===== src/rtl/ethernet_mdio_responder.sv =====
// ethernet_mdio_responder: Clause 22 MDIO target (PHY-side management slave).
// Oversamples MDC/MDIO on clk. It decodes read/write frames addressed to phy_addr, drives a
// 32 x 16-bit register strobe interface, and serves read data back onto the MDIO pad.
// Ports: clk/rst_n (async active-low); phy_addr strap; mdc, mdio_rx_data from the pad;
//   mdio_tx_data/mdio_tx_en to the pad buffer; reg_addr/reg_rd/reg_rd_data/reg_wr/reg_wr_data
//   register-file strobes (read data is expected 1 clk after reg_rd); frame_err one-clk pulse.
// Optional build macro MDIO_BROADCAST_EN: PHYAD 0 additionally matches WRITE frames.
module ethernet_mdio_responder #(
   parameter int PREAMBLE_LEN = 32,
   parameter int SYNC_STAGES  = 2
) (
   input  logic        clk,
   input  logic        rst_n,
   input  logic [4:0]  phy_addr,
   input  logic        mdc,
   input  logic        mdio_rx_data,
   output logic        mdio_tx_data,
   output logic        mdio_tx_en,
   output logic [4:0]  reg_addr,
   output logic        reg_rd,
   input  logic [15:0] reg_rd_data,
   output logic        reg_wr,
   output logic [15:0] reg_wr_data,
   output logic        frame_err
);

   localparam int PW = (PREAMBLE_LEN < 1) ? 1 : $clog2(PREAMBLE_LEN + 1);
   localparam logic [PW-1:0] PRE_MAX = PW'(PREAMBLE_LEN);

`ifdef MDIO_BROADCAST_EN
   localparam logic BCAST_EN = 1'b1;
`else
   localparam logic BCAST_EN = 1'b0;
`endif

   // OP, PHYAD and REGAD are collected by one 12-bit header state.
   localparam logic [2:0] S_IDLE  = 3'd0;
   localparam logic [2:0] S_ST    = 3'd1;
   localparam logic [2:0] S_HDR   = 3'd2;
   localparam logic [2:0] S_TA    = 3'd3;
   localparam logic [2:0] S_DATA  = 3'd4;
   localparam logic [2:0] S_DRAIN = 3'd5;

   logic [SYNC_STAGES-1:0] mdc_sync_q, mdc_sync_d, mdio_sync_q, mdio_sync_d;
   logic                   mdc_prev_q, mdc_prev_d;
   logic [2:0]             state_q, state_d;
   logic [PW-1:0]          pre_cnt_q, pre_cnt_d;
   logic [4:0]             cnt_q, cnt_d;
   logic [11:0]            hdr_q, hdr_d;
   logic [15:0]            data_sr_q, data_sr_d;
   logic [15:0]            rd_data_q, rd_data_d;
   logic                   rd_pend_q, rd_pend_d;
   logic                   reg_rd_q, reg_rd_d, reg_wr_q, reg_wr_d, frame_err_q, frame_err_d;
   logic [4:0]             reg_addr_q, reg_addr_d;
   logic [15:0]            reg_wr_data_q, reg_wr_data_d;
   logic                   tx_en_q, tx_en_d, tx_data_q, tx_data_d;

   logic        mdc_s, mdio_s, rise, fall, pa_match, wr_match, is_rd;
   logic [11:0] hdr_full;

   assign mdc_s    = mdc_sync_q[SYNC_STAGES-1];
   assign mdio_s   = mdio_sync_q[SYNC_STAGES-1];
   assign rise     = mdc_s & ~mdc_prev_q;
   assign fall     = ~mdc_s & mdc_prev_q;
   // Header including the bit arriving on this rise: {op[1:0], phyad[4:0], regad[4:0]}.
   assign hdr_full = {hdr_q[10:0], mdio_s};
   assign pa_match = (hdr_full[9:5] == phy_addr);
   assign wr_match = pa_match | (BCAST_EN & (hdr_full[9:5] == 5'd0));
   assign is_rd    = (hdr_q[11:10] == 2'b10);

   always_comb begin
      mdc_sync_d    = {mdc_sync_q[SYNC_STAGES-2:0], mdc};
      mdio_sync_d   = {mdio_sync_q[SYNC_STAGES-2:0], mdio_rx_data};
      mdc_prev_d    = mdc_s;
      state_d       = state_q;
      pre_cnt_d     = pre_cnt_q;
      cnt_d         = cnt_q;
      hdr_d         = hdr_q;
      data_sr_d     = data_sr_q;
      rd_data_d     = rd_data_q;
      rd_pend_d     = reg_rd_q;
      reg_rd_d      = 1'b0;
      reg_wr_d      = 1'b0;
      frame_err_d   = 1'b0;
      reg_addr_d    = reg_addr_q;
      reg_wr_data_d = reg_wr_data_q;
      tx_en_d       = tx_en_q;
      tx_data_d     = tx_data_q;

      // Register file returns data one clk after the strobe.
      if (rd_pend_q) rd_data_d = reg_rd_data;

      if (rise) begin
         case (state_q)
            S_IDLE: begin
               if (mdio_s) begin
                  if (pre_cnt_q < PRE_MAX) pre_cnt_d = pre_cnt_q + PW'(1);
               end else begin
                  // This zero is ST bit 0 when the preamble is complete.
                  if (pre_cnt_q == PRE_MAX) state_d = S_ST;
                  pre_cnt_d = '0;
               end
            end
            S_ST: begin
               cnt_d = 5'd0;
               state_d = mdio_s ? S_HDR : S_IDLE;
            end
            S_HDR: begin
               hdr_d = hdr_full;
               if (cnt_q == 5'd11) begin
                  // Drain the 2 TA + 16 data rises that remain in the frame.
                  cnt_d   = 5'd17;
                  state_d = S_DRAIN;
                  case (hdr_full[11:10])
                     2'b10: if (pa_match) begin
                        state_d    = S_TA;
                        cnt_d      = 5'd0;
                        reg_rd_d   = 1'b1;
                        reg_addr_d = hdr_full[4:0];
                     end
                     2'b01: if (wr_match) begin
                        state_d = S_TA;
                        cnt_d   = 5'd0;
                     end
                     default: frame_err_d = pa_match;
                  endcase
               end else begin
                  cnt_d = cnt_q + 5'd1;
               end
            end
            S_TA: begin
               data_sr_d = {data_sr_q[14:0], mdio_s};
               if (cnt_q == 5'd0) begin
                  cnt_d = 5'd1;
               end else if (!is_rd && ({data_sr_q[0], mdio_s} != 2'b10)) begin
                  frame_err_d = 1'b1;
                  cnt_d       = 5'd15;
                  state_d     = S_DRAIN;
               end else begin
                  cnt_d   = 5'd0;
                  state_d = S_DATA;
               end
            end
            S_DATA: begin
               data_sr_d = {data_sr_q[14:0], mdio_s};
               if (cnt_q == 5'd15) begin
                  state_d   = S_IDLE;
                  pre_cnt_d = '0;
                  if (!is_rd) begin
                     reg_wr_d      = 1'b1;
                     reg_addr_d    = hdr_q[4:0];
                     reg_wr_data_d = {data_sr_q[14:0], mdio_s};
                  end
               end else begin
                  cnt_d = cnt_q + 5'd1;
               end
            end
            S_DRAIN: begin
               if (cnt_q == 5'd0) begin
                  state_d   = S_IDLE;
                  pre_cnt_d = '0;
               end else begin
                  cnt_d = cnt_q - 5'd1;
               end
            end
            default: begin
               state_d   = S_IDLE;
               pre_cnt_d = '0;
            end
         endcase
      end

      // Pad changes only on MDC fall: TA1 drives 0, then D15..D0, released once the frame ends.
      if (fall) begin
         tx_en_d   = is_rd && ((state_q == S_TA && cnt_q == 5'd1) || state_q == S_DATA);
         tx_data_d = is_rd && (state_q == S_DATA) && rd_data_q[4'd15 - cnt_q[3:0]];
      end
   end

   always_ff @(posedge clk or negedge rst_n) begin
      if (!rst_n) begin
         mdc_sync_q    <= '0;
         mdio_sync_q   <= '0;
         mdc_prev_q    <= 1'b0;
         state_q       <= S_IDLE;
         pre_cnt_q     <= '0;
         cnt_q         <= 5'd0;
         hdr_q         <= 12'd0;
         data_sr_q     <= 16'd0;
         rd_data_q     <= 16'd0;
         rd_pend_q     <= 1'b0;
         reg_rd_q      <= 1'b0;
         reg_wr_q      <= 1'b0;
         frame_err_q   <= 1'b0;
         reg_addr_q    <= 5'd0;
         reg_wr_data_q <= 16'd0;
         tx_en_q       <= 1'b0;
         tx_data_q     <= 1'b0;
      end else begin
         mdc_sync_q    <= mdc_sync_d;
         mdio_sync_q   <= mdio_sync_d;
         mdc_prev_q    <= mdc_prev_d;
         state_q       <= state_d;
         pre_cnt_q     <= pre_cnt_d;
         cnt_q         <= cnt_d;
         hdr_q         <= hdr_d;
         data_sr_q     <= data_sr_d;
         rd_data_q     <= rd_data_d;
         rd_pend_q     <= rd_pend_d;
         reg_rd_q      <= reg_rd_d;
         reg_wr_q      <= reg_wr_d;
         frame_err_q   <= frame_err_d;
         reg_addr_q    <= reg_addr_d;
         reg_wr_data_q <= reg_wr_data_d;
         tx_en_q       <= tx_en_d;
         tx_data_q     <= tx_data_d;
      end
   end

   assign mdio_tx_en   = tx_en_q;
   assign mdio_tx_data = tx_data_q;
   assign reg_addr     = reg_addr_q;
   assign reg_rd       = reg_rd_q;
   assign reg_wr       = reg_wr_q;
   assign reg_wr_data  = reg_wr_data_q;
   assign frame_err    = frame_err_q;

endmodule

===== config.mk =====
export PLATFORM = sky130hd
export DESIGN_NAME = ethernet_mdio_responder
export DESIGN_NICKNAME = d
export VERILOG_FILES = /design/src/rtl/ethernet_mdio_responder.sv
export SDC_FILE = /design/constraint.sdc
export NUM_CORES = 1
export LEC_CHECK = 0
export CORE_MARGIN = 4
export CORE_UTILIZATION = 35
export DETAILED_ROUTE_END_ITERATION = 8
export GPL_ROUTABILITY_DRIVEN = 0
export SLEW_MARGIN = 20
export SYNTH_ARGS = -nofsm -noshare
export SYNTH_HDL_FRONTEND = slang
export SYNTH_SLANG_ARGS = --single-unit

===== constraint.sdc =====
create_clock -name clk -period 3.53 [get_ports clk]
set_input_delay 0.706 -clock clk [delete_from_list [all_inputs] [get_ports clk]]
set_output_delay 0.706 -clock clk [all_outputs]
set_load 0.01 [all_outputs]

=== Word-level counts from Yosys, hierarchy flattened ===
Index checks and enable logic that the tools add are counted.

* Flip-flop bits (word level): 89
* Input bits: 25
* Logic and storage cells: 123

* Add/subtract/negate cells: 4
* Order comparisons: 2
* Equality and inequality tests: 26
* Mux-type cells: 47
* Bitwise logic cells: 6
* Reduce and logical (&&, ||, !) cells: 21

{| class="wikitable"
|+ Operators with widths
! operator !! number
|-
| $mux 5 || 10
|-
| $pmux 5 s5 || 1
|-
| $mux 3 || 8
|-
| $mux 6 || 4
|-
| $pmux 6 s4 || 1
|-
| $ne 2x2->1 const B || 11
|-
| $pmux 3 s6 || 1
|-
| $mux 1 || 16
|-
| $reduce_and 7->1 || 2
|-
| $eq 5x4->1 const B || 2
|-
| $pmux 5 s2 || 1
|-
| $mux 4 || 2
|-
| $reduce_and 4->1 || 2
|-
| $add 6x1->6 const B || 1
|-
| $eq 3x2->1 const B || 2
|-
| $eq 3x3->1 const B || 2
|-
| $eq 6x6->1 const B || 1
|-
| $lt 6x6->1 const B || 1
|-
| $add 5x1->5 const B || 1
|-
| $eq 5x1->1 const B || 1
|-
| $eq 5x5->1 || 1
|-
| $logic_and 1x1->1 || 5
|-
| $logic_not 5->1 || 1
|-
| $lt 4x5->1 const B || 1
|-
| other kinds (21) || 28
|}

=== Depth between registers and ports, before layout ===
* Depth in word-level cells: 7
* Depth in mapped cells: 9
* Gate-level depth less buffers: 8

=== Worst setup path before layout ===
No wires, ideal clock.

* Path kind: flip-flop to flip-flop
* Start point: register cnt_q[0]
* End point: register pre_cnt_q[4]
* Arrival time: 2.487 ns
* Data required time: 3.461 ns
* Path slack: 0.974 ns
* Cell stages (with the launch flop): 10
* Buffers on the path: 2
* Period minus slack after synthesis: 2.556 ns
* Cell sequence: dfrtp_1 > clkbuf_1 > inv_1 > ha_1 > nor4b_4 > nor3_2 > or4_4 > buf_6 > or4_1 > nand3_1

* Word-level cells in the longest chain between the ends: 3
* Elaborated cells on any way between the ends: 5
* Those cells by class: 3 x eq/ne; 2 x reduce/logical

{| class="wikitable"
|+ Ends and longest elaborated chain
! item !! line !! RTL
|-
| start: declaration || 48 || <nowiki>logic [4:0] cnt_q, cnt_d;</nowiki>
|-
| start signal: assignment || 205 || <nowiki>cnt_q <= cnt_d;</nowiki>
|-
| $eq 5x4->1 / $logic_not 5->1 (equally long branches) || 146, 159 ||
|-
| $ne 2x2->1 (no source line) || - ||
|-
| $reduce_and 5->1 (no source line) (*) || - ||
|-
| end signal: assignment || 204 || <nowiki>pre_cnt_q <= pre_cnt_d;</nowiki>
|-
| end: declaration || 47 || <nowiki>logic [PW-1:0] pre_cnt_q, pre_cnt_d;</nowiki>
|}

Mark *: on every way between the ends. The rest lies on a longest branch, timed or not.
A chain may end at the register's enable or synchronous reset.

=== Worst setup path in the final report ===
Ends and elaborated chain as after synthesis.

==> flow_summary_export.csv <==
group,metric,value,unit
layout,fin_cells,539,
drt,postRouteAntennaNets,0,
clock_tree,cts_buffer_depth,2,
worst_setup_path,cpMaxStageDelayCell,"or4_4",
clock_tree,cts_setup_buffers,0,
yosys,ys_seq_area_frac,0.533,
worst_setup_path,reg2reg_depth,7,
worst_setup_path,critPathMaxStageDelay,0.65,ns
yosys,netlist_instances,340,
drt,first_pass_iters,4,
power_and_ir_drop,power.leakage,2.27,nW
floorplanning,io-pin-count,51,
run,maxCapViolCount,0,
worst_setup_path,worstSetupStartpointType,"flop",
floorplanning,die_x,117,microns
floorplanning,die_y,117,microns
worst_setup_path,cp_cell_sequence,"ha_1 -> and3_1 -> ha_1 -> o21ai_1 -> or4_4 -> or4_1 -> nand3_1",
drt,via_count,2820,
clock_tree,cts-buffers-inserted,9,
worst_setup_path,worst-setup-path-type,"flop to flop",
timing,whs,0.349,ns
worst_setup_path,crit_path_frequent_cell,"ha_1",
layout,fin_nets,426,
placed_design,portBuffers,50,
yosys,ys_warn_count,0,
layout,post-route-util,0.442,
clock_tree,cts.reportedPaths.clkPinSlew,0.06,ns
yosys,yosys_register_bits,89,
drt,drc,0,
layout,stdcell_area,5110,sq um
clock_tree,ctsResizeCount,0,
drt,drt_wl_total,8590,microns
grt,grt_pass1_wl,14500,microns
clock_tree,clock_latency,0.34,ns
yosys,netlist_area,4180,sq um
floorplanning,floorplan.die_area,13800,sq um
drt,wl_per_cell,15.9,microns
layout,area_delta_synth_final,22.1,%
timing,min_period_over_period,0.769,
worst_setup_path,startpoint,"cnt_q[0]",
grt,grtUsageTotal,0.128,
clock_tree,cts.sink_count,89,
power_and_ir_drop,powerDensity,624,nW/um^2
timing,worst_slack,0.815,ns
worst_setup_path,reg2reg_to,"pre_cnt_q[4]",
yosys,synth_edf_count,0,
yosys,syn_nets,375,
outcome,outcome,"complete, no violations",
floorplanning,start_util,0.362,
power_and_ir_drop,total_power,3.19,mW
timing,fin_crit,2.72,ns
floorplanning,core_area,11600,sq um
layout,final_cell_mix,"dfrtp_1 (89), mux2_2 (57), clkdlybuf4s50_1 (49), nand2_1 (20), nor2_1 (17)",
layout,drive_gt1_frac,0.225,
worst_setup_path,critPathCapture,"pre_cnt_q[4]",
drt,routed_via_density,5.23,
layout,final_common_cell,"dfrtp_1",
yosys,ys_dominant_reg_cell,"dfrtp_1",
worst_setup_path,arrival,2.99,ns
grt,grt_max_degree,74,
worst_setup_path,required,3.80,ns
clock_tree,htreeDepth,3,
yosys,synth.avg_cell_area,12.3,sq um
worst_setup_path,cp_max_fo,10,
timing,relSlewSlack,0.388,
hold_path,min_path_cells,0,
hold_path,holdCritPathClass,"flop to flop",
grt,grt_pass1_vias,2928,
timing,hold_viol_final,0,
timing,final-setup-viol-count,0,
worst_setup_path,r2r_slack,0.81,ns
placed_design,place_hpwl,6190,microns
placed_design,placed_area,4810,sq um
clock_tree,root_buffer,"clkbuf_16",
timing,fmax,368,MHz
timing,drv_slew,0,
worst_setup_path,end_kind,"flop",
drt,drt_iter0_markers,109,
worst_setup_path,r2r_start,"cnt_q[0]",
placed_design,post-place-cells,523,
yosys,synth.distinct_cells,54,
grt,grt-ovfl-total,0,
grt,antenna_found_initial,0,
placed_design,place_ws,0.807,ns
power_and_ir_drop,ir_worst_vdd,309,uV
timing,tns,0,ns
floorplanning,row_count,39,
clock_tree,ctsHoldBuffers,0,
yosys,synth-async-reset-ratio,1.00,
timing,worstMarginPinSlew,0.918,ns
clock_tree,cts_tree,"built",
layout,antenna_cells,0,
timing,rsz0062_at_grt,"false",
timing,fin_skew,0.00617,ns
critical path, delay by kind of cell (launching register included):
family / cells / cell delay (ns)
AOI/OAI and AO/OA: 1 / 0.17
adders and majority gates: 2 / 0.46
DFF: 1 / 0.58
and+or+nand+nor: 4 / 1.44
how the worst min path moves through the flow:
stage | end | from | slack (ns)
finish | mdio_sync_q[1] | mdio_sync_q[0] | 0.35
global route | mdc_sync_q[1] | mdc_sync_q[0] | 0.37
CTS | mdio_sync_q[1] | mdio_sync_q[0] | 0.35
detailed placement | mdio_sync_q[1] | mdio_sync_q[0] | 0.34
global placement | mdio_sync_q[1] | mdio_sync_q[0] | 0.33
floorplan | mdc_sync_q[1] | mdc_sync_q[0] | 0.33
final cells by class:
type                       instances  area, sq um
clock inverter                     6         65.1
timing repair buffer              54          528
fill                            1031         6460
tap                              143          179
inverter                          10         37.5
sequential                        89         2230
clock buffer                      10          229
multi-input combinational        227         1840
power by group:
part           switching [mW]  internal [mW]  total, mW
sequential              0.191           1.16       1.35
clock                   0.389          0.551      0.939
combinational           0.473          0.424      0.897
logic make-up (layout without fill, tap and decap cells):
| family | count (synthesis) | count (layout) | share of synthesized area |
|---|---|---|---|
| muxes | 67 | 67 | 0.192 |
| and+or+nand+nor | 88 | 88 | 0.116 |
| xor gates and xnor gates | 9 | 9 | 0.0188 |
| adders and majority gates | 10 | 10 | 0.0299 |
| AOI/OAI and AO/OA | 53 | 53 | 0.0829 |
| buffers and inverters | 24 | 80 | 0.0272 |
| DFF | 89 | 89 | 0.533 |
cells in the mapped netlist, drive strengths merged, types with 4 or more instances:
cell,count,share of area
a31oi,6,0.0090
a21oi,11,0.013
nor3,14,0.018
inv,10,0.0090
nand3,8,0.0096
ha,10,0.030
mux2i,5,0.012
dfrtp,89,0.53
nand2b,7,0.010
nand2,20,0.018
xnor2,4,0.0084
buf,9,0.014
nor2,18,0.017
mux4,5,0.027
mux2,57,0.15
xor2,5,0.010
clkbuf,5,0.0045
o22ai,5,0.0075
o21ai,10,0.012
flip-flops by register name, indices dropped and copies added (netlist names), 3 cells and up:
signal       flops
rd_data_q       16
pre_cnt_q        6
hdr_q           12
state_q          3
cnt_q            5
reg_addr         5
data_sr_q       15
reg_wr_data     16
metal layers:
metal  wire (microns)  up-vias  track usage
met4              172        0       0.0543
met3              384       13       0.0265
met2             4220       67        0.217
met1             3810     1393        0.159
met5                0        -            0
li1                 -     1347            -
Note: power is estimated with default switching activity, not from simulation.
